===== src/rtl/fg_vram_pkg.sv =====
// Shared types and defaults for the foreground plane VRAM arbiter.
// Build option: FG_VRAM_STARVE_GUARD_EN enables the CPU write starvation guard.
package fg_vram_pkg;

  localparam int FG_ADDR_W    = 11;
  localparam int FG_DATA_W    = 8;
  localparam int FG_FETCH_LAT = 2;

  typedef enum logic [1:0] {
    SLOT_IDLE,
    SLOT_FETCH,
    SLOT_WRITE
  } slot_t;

endpackage


===== src/rtl/fg_wr_fifo.sv =====
// Small synchronous FIFO buffering CPU writes to the foreground VRAM.
// Count-based full/empty; depth must be a power of two.
module fg_wr_fifo
  import fg_vram_pkg::*;
#(
  parameter int W     = FG_ADDR_W + FG_DATA_W,
  parameter int DEPTH = 4
) (
  input  logic         I_pxl_clk,
  input  logic         I_rst_n,
  input  logic         push,
  input  logic         pop,
  input  logic [W-1:0] din,
  output logic [W-1:0] head,
  output logic         full,
  output logic         empty
);

  localparam int PW = $clog2(DEPTH);
  localparam int CW = PW + 1;
  localparam logic [CW-1:0] FULL_CNT = CW'(DEPTH);

  logic [W-1:0]  mem [DEPTH];
  logic [PW-1:0] wr_ptr;
  logic [PW-1:0] rd_ptr;
  logic [CW-1:0] cnt;
  logic          push_ok;
  logic          pop_ok;

  assign full    = (cnt == FULL_CNT);
  assign empty   = (cnt == '0);
  assign push_ok = push & ~full;
  assign pop_ok  = pop & ~empty;
  assign head    = mem[rd_ptr];

  always_ff @(posedge I_pxl_clk) begin
    if (push_ok) begin
      mem[wr_ptr] <= din;
    end
  end

  always_ff @(posedge I_pxl_clk or negedge I_rst_n) begin
    if (!I_rst_n) begin
      wr_ptr <= '0;
      rd_ptr <= '0;
      cnt    <= '0;
    end else begin
      if (push_ok) begin
        wr_ptr <= wr_ptr + 1'b1;
      end
      if (pop_ok) begin
        rd_ptr <= rd_ptr + 1'b1;
      end
      unique case ({push_ok, pop_ok})
        2'b10:   cnt <= cnt + 1'b1;
        2'b01:   cnt <= cnt - 1'b1;
        default: cnt <= cnt;
      endcase
    end
  end

endmodule


===== src/rtl/fg_vram_arbiter.sv =====
// Shares the foreground VRAM between pixel fetch (priority) and buffered CPU writes.
// Build option: FG_VRAM_STARVE_GUARD_EN forces a write slot after STARVE_LIMIT denials.
module fg_vram_arbiter
  import fg_vram_pkg::*;
#(
  parameter int ADDR_W       = FG_ADDR_W,
  parameter int DATA_W       = FG_DATA_W,
  parameter int FIFO_DEPTH   = 4,
  parameter int STARVE_LIMIT = 16
) (
  input  logic              I_pxl_clk,
  input  logic              I_rst_n,
  input  logic              I_fetch_req,
  input  logic [ADDR_W-1:0] I_fetch_addr,
  output logic              O_fetch_gnt,
  output logic              O_fetch_valid,
  output logic [DATA_W-1:0] O_fetch_data,
  input  logic              I_cpu_wr_valid,
  output logic              O_cpu_wr_ready,
  input  logic [ADDR_W-1:0] I_cpu_addr,
  input  logic [DATA_W-1:0] I_cpu_wdata,
  output logic              O_vram_ce,
  output logic              O_vram_wre,
  output logic [ADDR_W-1:0] O_vram_ad,
  output logic [DATA_W-1:0] O_vram_din,
  input  logic [DATA_W-1:0] I_vram_dout
);

  localparam int EW = ADDR_W + DATA_W;

  if (FIFO_DEPTH < 2 || (FIFO_DEPTH & (FIFO_DEPTH - 1)) != 0) begin : g_bad_depth
    $error("FIFO_DEPTH must be a power of two >= 2");
  end
  if (STARVE_LIMIT < 1) begin : g_bad_limit
    $error("STARVE_LIMIT must be >= 1");
  end

  logic                    run_q;
  logic                    fifo_full;
  logic                    fifo_empty;
  logic [EW-1:0]           head;
  logic                    push;
  logic                    pop;
  logic                    starve_hit;
  slot_t                   slot;
  logic [FG_FETCH_LAT-1:0] vpipe;

  // Outputs stay low in reset and rise on the first clock after release.
  always_ff @(posedge I_pxl_clk or negedge I_rst_n) begin
    if (!I_rst_n) begin
      run_q <= 1'b0;
    end else begin
      run_q <= 1'b1;
    end
  end

  assign O_fetch_gnt    = run_q & ~starve_hit;
  assign O_cpu_wr_ready = run_q & ~fifo_full;
  assign push           = I_cpu_wr_valid & O_cpu_wr_ready;
  assign pop            = (slot == SLOT_WRITE);

  always_comb begin
    slot = SLOT_IDLE;
    if (I_fetch_req && O_fetch_gnt) begin
      slot = SLOT_FETCH;
    end else if (!fifo_empty) begin
      slot = SLOT_WRITE;
    end
  end

  fg_wr_fifo #(
    .W     (EW),
    .DEPTH (FIFO_DEPTH)
  ) u_fifo (
    .I_pxl_clk (I_pxl_clk),
    .I_rst_n   (I_rst_n),
    .push      (push),
    .pop       (pop),
    .din       ({I_cpu_addr, I_cpu_wdata}),
    .head      (head),
    .full      (fifo_full),
    .empty     (fifo_empty)
  );

`ifdef FG_VRAM_STARVE_GUARD_EN
  localparam int SW = $clog2(STARVE_LIMIT + 1);
  localparam logic [SW-1:0] LIMIT = SW'(STARVE_LIMIT);

  logic [SW-1:0] starve_q;

  assign starve_hit = (starve_q == LIMIT);

  always_ff @(posedge I_pxl_clk or negedge I_rst_n) begin
    if (!I_rst_n) begin
      starve_q <= '0;
    end else if (fifo_empty || slot == SLOT_WRITE) begin
      starve_q <= '0;
    end else if (!starve_hit) begin
      starve_q <= starve_q + 1'b1;
    end
  end
`else
  assign starve_hit = 1'b0;
`endif

  always_ff @(posedge I_pxl_clk or negedge I_rst_n) begin
    if (!I_rst_n) begin
      O_vram_ce  <= 1'b0;
      O_vram_wre <= 1'b0;
      O_vram_ad  <= '0;
      O_vram_din <= '0;
    end else begin
      unique case (slot)
        SLOT_FETCH: begin
          O_vram_ce  <= 1'b1;
          O_vram_wre <= 1'b0;
          O_vram_ad  <= I_fetch_addr;
        end
        SLOT_WRITE: begin
          O_vram_ce  <= 1'b1;
          O_vram_wre <= 1'b1;
          O_vram_ad  <= head[EW-1:DATA_W];
          O_vram_din <= head[DATA_W-1:0];
        end
        default: begin
          O_vram_ce  <= 1'b0;
          O_vram_wre <= 1'b0;
        end
      endcase
    end
  end

  // Read data is sampled in the cycle the read is presented to the VRAM.
  always_ff @(posedge I_pxl_clk or negedge I_rst_n) begin
    if (!I_rst_n) begin
      vpipe        <= '0;
      O_fetch_data <= '0;
    end else begin
      vpipe <= {vpipe[FG_FETCH_LAT-2:0], slot == SLOT_FETCH};
      if (vpipe[FG_FETCH_LAT-2]) begin
        O_fetch_data <= I_vram_dout;
      end
    end
  end

  assign O_fetch_valid = vpipe[FG_FETCH_LAT-1];

endmodule


===== config.mk =====
export PLATFORM = sky130hd
export DESIGN_NAME = fg_vram_arbiter
export DESIGN_NICKNAME = d
export VERILOG_FILES = /design/src/rtl/fg_vram_pkg.sv /design/src/rtl/fg_wr_fifo.sv /design/src/rtl/fg_vram_arbiter.sv
export SDC_FILE = /design/constraint.sdc
export NUM_CORES = 1
export LEC_CHECK = 0
export CELL_PAD_IN_SITES_DETAIL_PLACEMENT = 0
export CELL_PAD_IN_SITES_GLOBAL_PLACEMENT = 1
export CORE_MARGIN = 1
export CORE_UTILIZATION = 50
export CTS_BUF_LIST = sky130_fd_sc_hd__clkbuf_2
export CTS_CLUSTER_SIZE = 24
export DETAILED_ROUTE_END_ITERATION = 6
export PLACE_DENSITY_LB_ADDON = 0.1
export SYNTH_ARGS = -nofsm -noshare
export SYNTH_HDL_FRONTEND = slang
export SYNTH_SLANG_ARGS = --single-unit

===== constraint.sdc =====
create_clock -name I_pxl_clk -period 5.5 [get_ports I_pxl_clk]
set_input_delay 1.375 -clock I_pxl_clk [delete_from_list [all_inputs] [get_ports I_pxl_clk]]
set_output_delay 1.375 -clock I_pxl_clk [all_outputs]
set_load 0.1 [all_outputs]

* Word-level counts from Yosys, hierarchy flattened
Memory sizes are Yosys's and may differ from the RTL's.
Cells that the tools add are included.
** Storage, ports and cells
- Flip-flop bits (word level) :: 39
- Bits in writable memories :: 76
- Input port bits :: 42
- Output and inout port bits :: 32
- Logic and storage cells :: 39
- Memories kept :: 1
** Memories
- u_fifo.mem :: depth 4, bits a word 19, rd ports 1, clocked after memory_dff 0, wr ports 1, line fg_wr_fifo.sv:23 : logic [W-1:0] mem [DEPTH];
** Operators by class
- Add/sub/neg operators :: 4
- Equality and inequality tests :: 5
- Mux-type cells :: 8
- Bitwise logic cells :: 6
- Reductions and logical operators :: 5
** Operator list (number)
- $pmux 11 s2 :: 1
- $pmux 3 s2 :: 1
- $add 2x1->2 const B :: 2
- $and 1x1->1 :: 4
- $eq 2x1->1 const B :: 2
- $eq 2x2->1 const B :: 2
- $mux 1 :: 4
- $mux 2 :: 2
- $reduce_bool 2->1 :: 2
- $add 3x1->3 const B :: 1
- $eq 3x3->1 const B :: 1
- $logic_not 3->1 :: 1
- $sub 3x1->3 const B :: 1
- $not 1->1 :: 2
- $reduce_or 2->1 :: 1
- $logic_and 1x1->1 :: 1

* Logic depth before layout (Yosys ltp)
- Word-level depth :: 7
- Depth in mapped cells :: 9
- Gate-level depth less buffers :: 9

* Hierarchy
Synthesis repeated with hierarchy kept, for this count alone.
** Second synthesis, totals
- Cell total of the unflattened synthesis :: 229
- Area, all modules :: 4474.3 um^2
** By module, submodules not included
- fg_wr_fifo :: instances 1, cells each 136, area each 3185.6 um^2, sequential area each 2457.4 um^2
- fg_vram_arbiter :: instances 1, cells each 93, area each 1288.7 um^2, sequential area each 800.8 um^2

* Worst setup path after synthesis
OpenSTA, ideal clock, no wires.
- Path type :: reg2out
- Start point :: register run_q, in the netlist O_fetch_gnt
- End point :: output port O_cpu_wr_ready
- Arrival time :: 1860 ps
- Required time :: 4125 ps
- Setup slack :: 2265 ps
- Cell stages (with the launch flop) :: 2
- Buffers on the path :: 0
- Cells stage by stage :: dfrtp_1 > o31a_1
** On the way
- Cells in the longest elaborated chain, start to end :: 1
** Ends and longest elaborated chain
- start: declaration :: line fg_vram_arbiter.sv:38 : logic run_q;
- start signal: assignment :: line fg_vram_arbiter.sv:51 : run_q <= 1'b0;
- start signal: assignment :: line fg_vram_arbiter.sv:53 : run_q <= 1'b1;
- $and 1x1->1 :: line fg_vram_arbiter.sv:58 : assign O_cpu_wr_ready = run_q & ~fifo_full;
- end: declaration :: line fg_vram_arbiter.sv:19 : output logic O_cpu_wr_ready,
Every way passes these cells.

* Worst setup path after layout
- Start point :: register u_fifo.cnt[2]
- End point :: output port O_cpu_wr_ready
** On the way
- Cells in the longest elaborated chain, start to end :: 3
** Ends and longest elaborated chain
- start: declaration :: line fg_wr_fifo.sv:26 : logic [CW-1:0] cnt;
- start signal: assignment :: line fg_wr_fifo.sv:55 : 2'b10: cnt <= cnt + 1'b1;
- start signal: assignment :: line fg_wr_fifo.sv:56 : 2'b01: cnt <= cnt - 1'b1;
- start signal: assignment :: line fg_wr_fifo.sv:57 : default: cnt <= cnt;
- $eq 3x3->1 :: line fg_wr_fifo.sv:30 : assign full = (cnt == FULL_CNT);
- $not 1->1 :: line fg_vram_arbiter.sv:58
- $and 1x1->1 :: line fg_vram_arbiter.sv:58
Every way passes these cells.

==> flow_summary.ini <==
[sta]
final-hold-violation-count = 0
slew_violations = 0
finalSetupViolations = 0
clock.fmax_ghz = 0.268
relSlewSlack = 0.314
rsz0062_at_grt = no
period_share = 0.677
fin_setup_tns_ps = 0
worstMarginPinSlew_ps = 1030
period_needed_ps = 3730
fin_skew_ps = 30.1

[critical_path]
crit_required_ps = 4120
startpoint_type = flip-flop
r2r-start = O_fetch_gnt
crit_buf_inv = 2
arrival_ps = 2350
worstPathMaxFanout = 3
max_stage_delay_ps = 1130
crit_chain = inv_1 -> o31a_1 -> clkdlybuf4s50_1
crit_family = buffers and inverters
setup.worst_path.start = u_fifo.cnt[2]
crit_slowest_cell = clkdlybuf4s50_1
path_class = flip-flop to primary output
cp-end-kind = primary output

[clock_network]
clk_pin_slew_worst_paths_ps = 150
hold_buffers = 0
cts_made_buffers = 17
root_buffer = clkbuf_2
cts_setup_buffers = 0
numClockSinks = 115
cts.repair.resized = 0
cts_tree = built
htree_levels = 4
cts_buffer_depth = 2
clock_latency_ps = 590

[grt]
grt_overflow = 0
grt_pass1_vias = 2439
grt_pass1_wl_mm = 12.0
grt_max_degree = 40
antenna_found_initial = 0
track_usage = 0.185

[yosys]
syn_nets = 267
synth_warnings = 0
synth.distinct_cells = 24
synth_flop_cell = edfxtp_1
synth_area_leaders = edfxtp_1, dfrtp_1, mux4_2, mux2_2, a221o_1
yosysTopAreaCellShare = 0.520
synth_largest_area_cell = edfxtp_1
synth_edf_count = 76
synthMostInstantiatedCell = edfxtp_1
syn-cell-area_um2 = 4390
avgSynthCellArea_um2 = 20.1
yosysSeqAreaShare = 0.742
ys_async_sr_fraction = 0.339
synth_common_cells = edfxtp_1, dfrtp_1, mux2_2, mux4_2
synthCells = 219
synth-seq-cells = 115

[drt]
wl_per_cell_um = 18.1
routed_wl_mm = 7.59
drt_iter0_markers = 98
ant_nets = 0
dr.pass1.iters = 4
dr_total_vias = 2273
vias_per_cell = 5.42
drc = 0

[placed_design]
place_inst = 388
io_buffers = 73
place_congestion = 0.691
dp_hpwl_mm = 4.81

[pwr]
pwr-share-clk = 0.196
switchingPower_w = 0.00133
p_int_w = 0.00190
p_sw_frac = 0.411
leakagePower_nw = 2.03
comb_power_share = 0.423
power_frac_seq = 0.381
power.density_nw_per_um2 = 590
ir_worst_vdd_uv = 368

[layout]
nets = 350
stdcell_count = 419
syn2layout_area_growth_pct = 24.7
drive_above_1_share = 0.210
diodes = 0
fin_util = 0.657

[worst_hold_path]
hp-class = flip-flop to flip-flop
worstHoldStart = O_fetch_data[4]

[die]
num_rows = 33
core_area_um2 = 8340
start_util = 0.527
num_io_pins = 74
die_h_um = 95.7
die_x_um = 95.7
die-area_um2 = 9170

[run]
cap_violations = 0

[outcome]
status = complete, no violations
## kinds of logic after synthesis
group                      count (synthesis)  synth area share
AOI/OAI and AO/OA                         13            0.0293
xor gates and xnor gates                   6            0.0120
adders and majority gates                  6            0.0188
buffers and inverters                     19            0.0219
DFF                                      115             0.742
muxes                                     37             0.145
other                                      1          0.000854
and+or+nand+nor                           22            0.0305
## flip-flops by register name, summed over array words and instances (netlist names), 2 cells and up
signal         cells
u_fifo.mem        76
u_fifo.rd_ptr      2
O_vram_din         8
u_fifo.wr_ptr      2
O_vram_ad         11
u_fifo.cnt         3
vpipe              2
O_fetch_data       8
## cell usage in the layout, fill, tap and decap left out
cell type,Yosys,routed
nand3_1,1,1
mux2_2,17,17
mux2i_1,1,1
mux4_1,2,2
buf_4,0,1
clkdlybuf4s50_1,0,72
clkinvlp_4,0,2
nand2_1,1,1
and3_1,11,11
conb_1,1,1
ha_1,5,5
clkbuf_2,0,19
fa_1,1,1
xnor2_1,4,4
inv_1,9,9
o311a_1,1,1
xor2_1,2,2
clkinv_2,0,3
and2_1,6,6
dfrtp_1,39,39
bufinv_16,0,5
mux4_2,17,17
clkinv_1,0,2
o31a_1,1,1
nor2_1,2,2
edfxtp_1,76,76
a221o_1,11,11
buf_2,2,1
or3_4,1,1
## path summary, 6_finish.rpt
check	endpoint	slack, ps	cells past startpoint
max in group asynchronous	u_fifo.rd_ptr[1]	4030	1
max reg2reg	u_fifo.cnt[2]	3060	8
min	O_fetch_data[4]	530	1
max	O_cpu_wr_ready	1770	3
min in group asynchronous	O_vram_ad[3]	870	1
min reg2reg	O_fetch_data[4]	530	1
## power by group through the flow
| stage | Sequential, W | Combinational, W | Clock, W |
|---|---|---|---|
| after detailed placement | 0.00125 | 0.00138 | 0 |
| after global placement | 0.00125 | 0.00136 | 0 |
| after floorplan | 0.00182 | 0.000493 | 0 |
| after CTS | 0.00124 | 0.00138 | 0.000652 |
| final | 0.00123 | 0.00136 | 0.000633 |
| after global routing | 0.00126 | 0.00144 | 0.000686 |
## through the flow
step / setup WS, ps / hold slack, ps / instance area, um2 / total power [W]
3_3_place_gp: 1720 / 489 / 5190 / 0.00261
5_1_grt: 1630 / 548 / 5480 / 0.00338
6_report: 1770 / 526 / 5480 / 0.00323
3_5_place_dp: 1680 / 494 / 5190 / 0.00263
4_1_cts: 1680 / 529 / 5480 / 0.00327
2_1_floorplan: 2270 / 352 / 4390 / 0.00231
## worst register-to-register path, stage by stage, from the launching register on
cell and delay (ps):
dfrtp_1 450, nand2_1 330, and2_1 500, ha_1 270, inv_1 60, fa_1 370, xor2_1 150, nor2_1 110
xnor2_1 120
## per-layer routing
metal,part of all wire,vias up,global-route usage
li1,-,1036,-
met1,0.43,1160,0.233
met2,0.51,73,0.309
met3,0.050,4,0.0474
met4,0.0069,0,0.0746
met5,0,-,0
## cell type report
cell class | instances | area [um2]
Inverter | 9 | 33.8
Tap cell | 105 | 131
Multi-Input combinational cell | 85 | 1040
Clock buffer | 19 | 95.1
Fill cell | 587 | 2860
Sequential cell | 115 | 3260
Timing Repair Buffer | 74 | 733
Clock inverter | 12 | 188
Power figures use the tool's default switching activity.
